**src/rtl/iurt_dwn_buffer.sv**
```systemverilog
// Byte FIFO from the JTAG hub downstream channel to the IURT controller receive input.
// Emits one byte per controller ready-high phase and tracks fill level and a sticky overflow.
module iurt_dwn_buffer #(
  parameter int unsigned ADDR_WIDTH = 4
) (
  input  logic                  clk,
  input  logic                  rst,
  input  logic                  ce,
  input  logic                  hub_dwn_valid,
  input  logic [7:0]            hub_dwn,
  output logic                  hub_dwn_ready,
  input  logic                  ctrl_dwn_ready,
  output logic                  ctrl_dwn_valid,
  output logic [7:0]            ctrl_dwn,
  output logic [ADDR_WIDTH:0]   fill_level,
  output logic                  overflow,
  input  logic                  clear_overflow
);

  localparam int unsigned            DEPTH       = 2 ** ADDR_WIDTH;
  localparam logic [ADDR_WIDTH:0]    FULL_COUNT  = {1'b1, {ADDR_WIDTH{1'b0}}};
  localparam logic [ADDR_WIDTH:0]    EMPTY_COUNT = {(ADDR_WIDTH + 1){1'b0}};
  localparam logic [ADDR_WIDTH:0]    COUNT_ONE   = (ADDR_WIDTH + 1)'(1'b1);
  localparam logic [ADDR_WIDTH-1:0]  PTR_ZERO    = {ADDR_WIDTH{1'b0}};
  localparam logic [ADDR_WIDTH-1:0]  PTR_ONE     = ADDR_WIDTH'(1'b1);

  logic [7:0]            mem_q [DEPTH];
  logic [ADDR_WIDTH-1:0] wr_ptr_q, wr_ptr_d;
  logic [ADDR_WIDTH-1:0] rd_ptr_q, rd_ptr_d;
  logic [ADDR_WIDTH:0]   count_q, count_d;
  logic                  holdoff_q, holdoff_d;
  logic                  valid_q, valid_d;
  logic [7:0]            data_q, data_d;
  logic                  overflow_q, overflow_d;

  logic                  full_s;
  logic                  empty_s;
  logic                  wr_en_s;
  logic                  rd_en_s;
  logic                  drop_s;
  logic                  mem_we_s;

  // Next-state computation for pointers, count, holdoff, output byte and overflow.
  always_comb begin
    full_s    = (count_q == FULL_COUNT);
    empty_s   = (count_q == EMPTY_COUNT);
    // Full check uses the pre-edge count, so a same-cycle emit never frees a slot.
    wr_en_s   = ce & hub_dwn_valid & ~full_s;
    drop_s    = ce & hub_dwn_valid & full_s;
    rd_en_s   = ce & ~empty_s & ctrl_dwn_ready & ~holdoff_q;
    mem_we_s  = wr_en_s & ~rst;

    wr_ptr_d   = wr_ptr_q;
    rd_ptr_d   = rd_ptr_q;
    count_d    = count_q;
    holdoff_d  = holdoff_q;
    valid_d    = valid_q;
    data_d     = data_q;
    overflow_d = overflow_q;

    if (wr_en_s) begin
      wr_ptr_d = wr_ptr_q + PTR_ONE;
    end else begin
      wr_ptr_d = wr_ptr_q;
    end

    if (rd_en_s) begin
      rd_ptr_d  = rd_ptr_q + PTR_ONE;
      data_d    = mem_q[rd_ptr_q];
      valid_d   = 1'b1;
      holdoff_d = 1'b1;
    end else if (ce) begin
      valid_d   = 1'b0;
      holdoff_d = ctrl_dwn_ready ? holdoff_q : 1'b0;
    end else begin
      valid_d   = valid_q;
      holdoff_d = holdoff_q;
    end

    case ({wr_en_s, rd_en_s})
      2'b10:   count_d = count_q + COUNT_ONE;
      2'b01:   count_d = count_q - COUNT_ONE;
      default: count_d = count_q;
    endcase

    if (drop_s) begin
      overflow_d = 1'b1;
    end else if (ce & clear_overflow) begin
      overflow_d = 1'b0;
    end else begin
      overflow_d = overflow_q;
    end
  end

  // Control and output registers with synchronous reset overriding ce.
  always_ff @(posedge clk) begin
    if (rst) begin
      wr_ptr_q   <= PTR_ZERO;
      rd_ptr_q   <= PTR_ZERO;
      count_q    <= EMPTY_COUNT;
      holdoff_q  <= 1'b0;
      valid_q    <= 1'b0;
      data_q     <= 8'h00;
      overflow_q <= 1'b0;
    end else begin
      wr_ptr_q   <= wr_ptr_d;
      rd_ptr_q   <= rd_ptr_d;
      count_q    <= count_d;
      holdoff_q  <= holdoff_d;
      valid_q    <= valid_d;
      data_q     <= data_d;
      overflow_q <= overflow_d;
    end
  end

  // Byte storage; deliberately not reset, only written slots are ever read.
  always_ff @(posedge clk) begin
    if (mem_we_s) begin
      mem_q[wr_ptr_q] <= hub_dwn;
    end
  end

  assign hub_dwn_ready  = (count_q != FULL_COUNT);
  assign fill_level     = count_q;
  assign ctrl_dwn_valid = valid_q;
  assign ctrl_dwn       = data_q;
  assign overflow       = overflow_q;

endmodule

```
**config.mk**
```make
export PLATFORM = sky130hd
export DESIGN_NAME = iurt_dwn_buffer
export DESIGN_NICKNAME = d
export VERILOG_FILES = /design/src/rtl/iurt_dwn_buffer.sv
export SDC_FILE = /design/constraint.sdc
export NUM_CORES = 1
export LEC_CHECK = 0
export ABC_AREA = 1
export BUFFER_PORTS_ARGS = -buffer_cell sky130_fd_sc_hd__buf_2
export CORE_ASPECT_RATIO = 0.75
export CORE_MARGIN = 2
export CORE_UTILIZATION = 65
export CTS_CLUSTER_SIZE = 10
export DETAILED_ROUTE_END_ITERATION = 8
export GPL_TIMING_DRIVEN = 0
export HOLD_SLACK_MARGIN = 0.15
export PLACE_DENSITY = 0.92
export SYNTH_ARGS = -nofsm -noshare
export SYNTH_HDL_FRONTEND = slang
export SYNTH_SLANG_ARGS = --single-unit
```
**constraint.sdc**
```tcl
create_clock -name clk -period 3.7 [get_ports clk]
set_clock_uncertainty 0.15 [all_clocks]
set_input_delay 0.37 -clock clk [delete_from_list [all_inputs] [get_ports clk]]
set_output_delay 0.37 -clock clk [all_outputs]
set_load 0.02 [all_outputs]
```
==> results.md, run 1 <==
- Placed Instance Area: 6990 sq um
- Worst R2R Setup Slack: 810 ps
- H-Tree Depth: 4
- TritonCTS Buffers: 17
- Final GP Congestion: 0.933
- Max FO, Critical Path: 10
- Total power divided by cell area: 546 nW/um^2
- Mean cell area of the mapped netlist: approximately 9.9 sq um
- Number of search-and-repair iterations in the first detailed-routing pass: 7
- Root buffer cell: clkbuf_16
- Endpoints failing setup: 0
- Top Ports: 30
- Horizontal die dimension: 121 um
- Element type at the critical path start: flop
- Antenna violation net count after detailed routing: 0
- Hold path cells: 4
- Required time at the endpoint of the critical path: 3830 ps
- Buffer depth of the longest clock path: 2
- Aggregate global routing overflow: 0
- Crit Path Category: flop to flop
- Clock-pin transition on the worst setup and hold timing paths: 60 ps
- Final min period: roughly 2900 ps
- Share of the synthesized netlist area taken by xor and xnor gates: 0.00787
- Later-pin clock latency in the skew report: 420 ps
- Floorplan Core Area: 10100 sq um
- Switching power summed over all nets: around 1100 uW
- Worst-Margin Slew: 881 ps
- Final #Nets: 752
- FF+latch count, synth: 152
- Iter 0 DRT Violations: 695
- Sequential element share of the synthesized area: 0.648
- Main combinational cell family by area after synthesis: simple AND/OR/NAND/NOR gates
- Total die area: 11100 sq um
- Post-synthesis mux area share: 0
- Leak pwr: 0.00331 uW
- Mean number of vias per cell: 5.62
- Via count: 4930
- Ant. Diodes: 0
- Setup repair after global routing missed its margin: false
- Fraction of power consumed by combinational cells: 0.126
- Timing-limited maximum frequency: 346 MHz
- Post-CTS Resized: 0
- Total of warnings raised by yosys: 0
- Share of the synthesized area in compound gates (AO/OA/AOI/OAI): 0.0272
- Sequential power share: 0.460
- Via count of the first global-routing pass: 4890
- Share of synthesized cell area in and, or, nand and nor gates: 0.218
- Post-synthesis cell count: 676
- Final sum of negative setup slack: 0 ps
- Routed length per instance: roughly 19 um
- Hold Path Class: input port to flop
- Largest net degree at the start of global routing: 17
- Count of input and output buffers: 29
- Mapped Nets: 700
- Initial Utilization: 0.659
- Post-synthesis instance area: approximately 6700 sq um
- Total Wirelength: about 16 mm
- Internal power component: 3110 uW
- Maximum vdd ir drop: 0.407 mV
- # clock sinks: around 150
- Final slew viol count: 0
- Area growth, synth to finish: 14.4%
- CP arrival: about 3000 ps
- Fraction of final layout cells with drive strength greater than 1: 0.119
- Die H: 91.8 um
- Cell row count: 32
- Global-route wire length before repair: 25.1 mm
- TritonCTS clock tree: done
- Share of the clock period used by the worst path: 0.780
- Initial antenna violation count: 0
- Adder and majority cell fraction of the synthesized area: 0.0199
- Detailed-placement wirelength estimate: 10.8 mm
- Total global-route track usage: 0.313
- Proportion of total power due to net switching: 0.253
- Number of unique standard cell types used by synthesis: 27
- Count of unresolved DRC violations after routing: 0
- Outcome: finished, final reports clean
- Normalized max-slew margin: 0.410
- Final Cell Area: between 7000 and 8000 sq um
- Worst Reg2Reg Path Length in Cells: 16
- Clock power share: 0.414
- Worst Setup End Kind: flop
- Max cap viols: 0
- Final-report hold violation count: 0
==> worst max-delay path, stage by stage (launching register included) <==
cell     delay (ps)
dfxtp_1         390
inv_1           130
nand4_1         140
nand2_1         110
nor2_2          170
buf_4           230
ha_1            340
inv_1           100
fa_1            410
inv_1            70
nand2_1          40
a21oi_1         170
nor2_1           60
nand2_1          60
nand2_1          50
nand2_1          60
a21oi_1          60
==> sequential cells by signal, indices dropped and copies added (netlist names) <==
signal	flops
ctrl_dwn	8
wr_ptr_q	4
holdoff_q	1
overflow	1
rd_ptr_q	4
mem_q	128
ctrl_dwn_valid	1
fill_level	5
==> worst paths after layout <==
| kind | from | to |
|---|---|---|
| max | fill_level[1]$_SDFFE_PP0P_ | fill_level[4]$_SDFFE_PP0P_ |
| max reg2reg | fill_level[1]$_SDFFE_PP0P_ | fill_level[4]$_SDFFE_PP0P_ |
| min | hub_dwn_valid | overflow$_SDFFE_PP0P_ |
| min reg2reg | ctrl_dwn_valid$_SDFFE_PP0P_ | ctrl_dwn_valid$_SDFFE_PP0P_ |
==> stage by stage <==
step	util	setup WS [ps]	std cells	power (uW)	hold WS (ps)
floorplan	-	1200	676	2280	279
global placement	0.690	1080	841	2420	289
detailed placement	0.690	953	841	2450	291
CTS	0.754	886	877	4150	200
global route	0.754	650	877	4290	217
finish	0.754	813	877	4170	197
==> power groups by stage <==
stage / logic (uW) / clock network [uW] / registers [uW]
detailed placement: 498 / 0 / 1950
global placement: 479 / 0 / 1950
global route: 572 / 1800 / 1920
CTS: 510 / 1730 / 1910
finish: 525 / 1730 / 1910
floorplan: 305 / 0 / 1970
==> metal layers <==
layer | wire length (um) | GRT usage
met2 | 7620 | 0.490
met1 | 6400 | 0.423
met4 | 601 | 0.157
met3 | 1630 | 0.0603
met5 | 0 | 0
==> logic make-up (layout without fill, tap and decap cells) <==
| kind of cell | count (synthesis) | in the layout |
|---|---|---|
| xor+xnor | 6 | 6 |
| buf+inv | 128 | 193 |
| fa+ha+maj | 10 | 10 |
| compound gates | 31 | 31 |
| simple gates | 349 | 349 |
| flops | 152 | 152 |
==> final cells by class <==
type,instances,area (sq um)
plain buffers,29,156
clock buffers,23,522
clock inverters,9,81.3
well taps,136,170
multi-input cells,396,1820
fillers,606,2490
flip-flops and latches,152,4320
repair buffers,33,185
inverters,99,372
==> synthesized netlist by cell type (all sizes together) <==
library cell	n	area [sq um]
a21oi	13	65.1
a2bb2oi	1	8.76
buf	26	145
clkbuf	3	11.3
clkinv	2	7.51
dfxtp	24	480
edfxtp	128	3840
fa	1	20.0
ha	9	113
inv	97	364
nand2	224	851
nand3	96	480
nand4	2	18.8
nor2	26	100
nor3b	1	7.51
o21a	8	60.1
o21ai	8	40.0
o21bai	1	7.51
xnor2	1	8.76
xor2	5	43.8
==> cell usage in the layout (no fill, tap or decap), types with 8 or more instances in the layout <==
cell type / instances
nand2_1: 222
edfxtp_1: 128
buf_4: 8
nor2_1: 25
buf_2: 43
inv_1: 94
clkbuf_16: 20
o21ai_0: 8
ha_1: 9
a21oi_1: 13
o21a_1: 8
nand3_1: 96
dfxtp_1: 24
==> timing repair <==
action	4_1_cts	5_1_grt
hold endpoints to repair	3	0
buffers inserted	0	0
hold buffers	4	0
endpoints found under the setup margin	0	0
Power figures use the tool's default switching activity.
==> run 2, diff against run 1 <==
--- a/config.mk
+++ b/config.mk
@@ -5,16 +5,16 @@
 export SDC_FILE = /design/constraint.sdc
 export NUM_CORES = 1
 export LEC_CHECK = 0
-export ABC_AREA = 1
+export ABC_AREA = 0
 export BUFFER_PORTS_ARGS = -buffer_cell sky130_fd_sc_hd__buf_2
 export CORE_ASPECT_RATIO = 0.75
 export CORE_MARGIN = 2
-export CORE_UTILIZATION = 65
+export CORE_UTILIZATION = 55
 export CTS_CLUSTER_SIZE = 10
 export DETAILED_ROUTE_END_ITERATION = 8
 export GPL_TIMING_DRIVEN = 0
 export HOLD_SLACK_MARGIN = 0.15
-export PLACE_DENSITY = 0.92
+export PLACE_DENSITY = 0.84
 export SYNTH_ARGS = -nofsm -noshare
 export SYNTH_HDL_FRONTEND = slang
 export SYNTH_SLANG_ARGS = --single-unit
==> constraint.sdc (replaced) <==
create_clock -name clk -period 2.6 [get_ports clk]
set_clock_uncertainty 0.15 [all_clocks]
set_input_delay 0.26 -clock clk [delete_from_list [all_inputs] [get_ports clk]]
set_output_delay 0.26 -clock clk [all_outputs]
set_load 0.02 [all_outputs]
==> results.md, run 2 <==
- Initial antenna violation count: 0 (unchanged)
- # clock sinks: 152 (unchanged)
- Commonest non-fill, non-tap cells in the layout: edfxtp_1, buf_2, mux4_2, nand2_1, nor2_1
- Leak pwr: 0.00246 uW (-26%)
- Total global-route track usage: 0.233 (-0.0803)
- Fraction of power consumed by combinational cells: 0.073 (-0.053)
- Outcome: complete, but fails checks
- Combined area of the multi-input logic cells: 1730 sq um (-5.1%)
- Mean cell area of the mapped netlist: 16.9 sq um (+71%)
- Worst path setup slack after routing: -391 ps (-1200 ps)
- FF/Latch Area: 4340 sq um (+0.32%)
- Max cap viols: 0 (unchanged)
- Timing-limited maximum frequency: 334 MHz (-3.5%)
- Buffer and inverter count on the worst path: 2 (-2)
- Hold Path Class: input port to flop
- Final-report hold violation count: 0 (unchanged)
- Internal power component: 4340 uW (+39%)
- Required time at the endpoint of the critical path: 2760 ps (-1070 ps)
- Die H: 95.4 um (+4.0%)
- Crit Path Category: flop to flop
- Normalized max-slew margin: 0.315 (-0.0948)
- Top Ports: 30 (unchanged)
- Root buffer cell: clkbuf_16
- Total Wirelength: 13.3 mm (-18%)
- TritonCTS Buffers: 17 (unchanged)
- Cell row count: 33 (+3.1%)
- Final Cell Area: 7300 sq um (-4.3%)
- Horizontal die dimension: 126 um (+4.0%)
- Largest net degree at the start of global routing: 17 (unchanged)
- Filler cell count: 714 (+18%)
- Top register by number of flip-flops: mem_q
- Most congested layer reported by global routing: met2
- Sequential power share: 0.485 (+0.025)
- Post-Route Utilization: 0.670 (-0.0837)
- Via count: 3482 (-29%)
- Setup repair after global routing missed its margin: true
- Antenna violation net count after detailed routing: 0 (unchanged)
- Area growth, synth to finish: 19.2%
- CP arrival: 3150 ps (+130 ps)
- Proportion of total power due to net switching: 0.218 (-0.0346)
- Element type at the critical path start: flop
- Top cell type's share of synthesized area: 0.627 (+0.0516)
- Cell types with the largest area share after synthesis: edfxtp_1, mux4_2, dfxtp_1
- Max FO, Critical Path: 4 (-6)
- Switching power summed over all nets: 1210 uW (+15%)
- Met1 routing resource usage after global routing: 0.315 (-0.108)
- Post-synthesis cell count: 362 (-46%)
- Number of search-and-repair iterations in the first detailed-routing pass: 5 (-2)
- Placed Instance Area: 6510 sq um (-6.9%)
- Final min period: 2990 ps (+104 ps)
- Worst-Margin Slew: 1020 ps (+142 ps)
- CP cell instances: or4_4, o21ai_2, or3_1, buf_6, inv_12, ha_4, ha_4, nor2b_4, o21ai_2, a21oi_1, or3b_4, mux2_4
- Mean number of vias per cell: 6.00 (+6.8%)
- CP peak stage delay: 540 ps (+130 ps)
- Total power divided by cell area: 760 nW/um^2 (+39%)
- Share of the clock period used by the worst path: 1.15 (+0.370)
- Later-pin clock latency in the skew report: 420 ps (about the same)
- Aggregate global routing overflow: 0 (unchanged)
- Met2 Resource Use GR: 0.386 (-0.104)
- Iter 0 DRT Violations: 419 (-40%)
- Post-synthesis async set-or-reset flop share: 0 (unchanged)
- Count of unresolved DRC violations after routing: 0 (unchanged)
- H-Tree Depth: 4 (unchanged)
- Ant. Diodes: 0 (unchanged)
- TritonCTS clock tree: done
- Count of input and output buffers: 29 (unchanged)
- Largest register FFs: 128 (unchanged)
- Clock-pin transition on the worst setup and hold timing paths: 60 ps (about the same)
- Worst hold margin: 195 ps (-2.01 ps)
- Final slew viol count: 0 (unchanged)
- Mapped Nets: 386 (-45%)
- Largest delay contributor family on the critical path: simple AND/OR/NAND/NOR gates
- Most common library cell in the layout ignoring fill and taps: edfxtp_1
- Number of unique standard cell types used by synthesis: 39 (+44%)
- Critical-path cell with the highest stage delay: or4_4
- Total die area: 12000 sq um (+8.1%)
- Post-synth EDFFs: 128 (unchanged)
- Detailed-placement wirelength estimate: 7.95 mm (-26%)
- Met3 Use GR: 0.0466 (-0.0137)
- Worst Setup End Kind: flop
- Endpoints failing setup: 2 (+2)
- Via count of the first global-routing pass: 3341 (-32%)
- Total of warnings raised by yosys: 0 (unchanged)
- Global-route wire length before repair: 19.7 mm (-21%)
- Routed length per instance: 22.9 um (+24%)
- Violations in the final reports: setup timing
- Commonest register cell after synthesis: edfxtp_1
- Leading post-synthesis cells by instance count: edfxtp_1, mux4_2, nor2_1
- Fraction of final layout cells with drive strength greater than 1: 0.330 (+0.211)
- Floorplan Core Area: 10900 sq um (+7.6%)
- Final #Nets: 451 (-40%)
- Sequential element share of the synthesized area: 0.706 (+0.0581)
- Maximum vdd ir drop: 0.523 mV (+29%)
- Most used standard cell by instance count after synthesis: edfxtp_1
- Post-synthesis instance area: 6130 sq um (-8.2%)
- Initial Utilization: 0.562 (-0.0970)
- Clock power share: 0.442 (+0.028)
- Largest area contributor in the netlist: edfxtp_1
- Final GP Congestion: 0.846 (-9.3%)
- Buffer depth of the longest clock path: 2 (unchanged)
- FF+latch count, synth: 152 (unchanged)
run 2: cell count changes in the layout (fill, tap and decap cells not counted), sizes merged, moves of 8 or more:
cell         delta
nand2         -200
o21a            -8
mux4           +32
inv            -84
nand3          -89
buf             -9
dlygate4sd3     +8
run 2: logic make-up (layout without fill, tap and decap cells):
| group | Yosys count | count (layout) | share of synthesized area |
|---|---|---|---|
| AO/OA/AOI/OAI | 31 | 31 | 0.0337 |
| buffers and inverters | 31 | 109 | 0.0257 |
| multiplexers | 40 | 40 | 0.132 |
| XOR/XNOR | 8 | 8 | 0.0114 |
| flip-flops | 152 | 152 | 0.706 |
| adder cells (fa/ha/maj) | 10 | 10 | 0.0216 |
| AND/OR/NAND/NOR | 90 | 90 | 0.0696 |
run 2: repair_timing:
action / 4_1_cts / 5_1_grt
pin swaps: 8 / 1
endpoints found under the hold margin: 131 / 0
hold buffers: 12 / 0
buffers inserted: 6 / 0
endpoints found under the setup margin: 13 / 48
gates resized for setup: 6 / 10
run 2: metal layers:
metal	up-vias	share of wire
li1	1516	-
met1	1777	0.41
met2	161	0.50
met3	28	0.075
met4	0	0.020
met5	-	0
run 2: stage by stage:
stage | instances | total power [uW] | setup slack (ps) | TNS (ps)
3_3_place_gp | 531 | 3080 | -635 | -965
2_1_floorplan | 362 | 2990 | -522 | -683
3_5_place_dp | 531 | 3100 | -685 | -1250
6_report | 580 | 5550 | -391 | -460
5_1_grt | 580 | 5680 | -483 | -703
4_1_cts | 580 | 5530 | -379 | -440
run 2: worst paths after layout:
kind	from	end	slack, ps	cells past startpoint
worst max-delay path	fill_level[0]$_SDFFE_PP0P_	fill_level[4]$_SDFFE_PP0P_	-390	12
worst min-delay path	hub_dwn_valid	wr_ptr_q[1]$_SDFFE_PP0P_	200	6
worst max register to register	fill_level[0]$_SDFFE_PP0P_	fill_level[4]$_SDFFE_PP0P_	-390	12
worst min register to register	ctrl_dwn[3]$_SDFFE_PP0P_	ctrl_dwn[3]$_SDFFE_PP0P_	300	2
run 2: power groups by stage:
stage	sequential (uW)	clock (uW)	combinational, uW
floorplan	2760	0	225
global placement	2740	0	338
detailed placement	2740	0	352
CTS	2690	2450	397
global route	2700	2540	441
finish	2690	2450	406
run 2: layout make-up:
class                   count  share of cell area
plain buffers              19              0.0134
flip-flops and latches    152               0.594
clock buffers              23              0.0699
well taps                 140              0.0240
clock inverters             9              0.0115
inverters                  11             0.00771
multi-input cells         179               0.237
repair buffers             47              0.0425
run 2: tightest hold or removal path, stage by stage:
cell and delay, ps:
buf_2 100, nand2_1 100, a21oi_2 70, nor2_1 90, a21oi_1 50, nor2_1 70
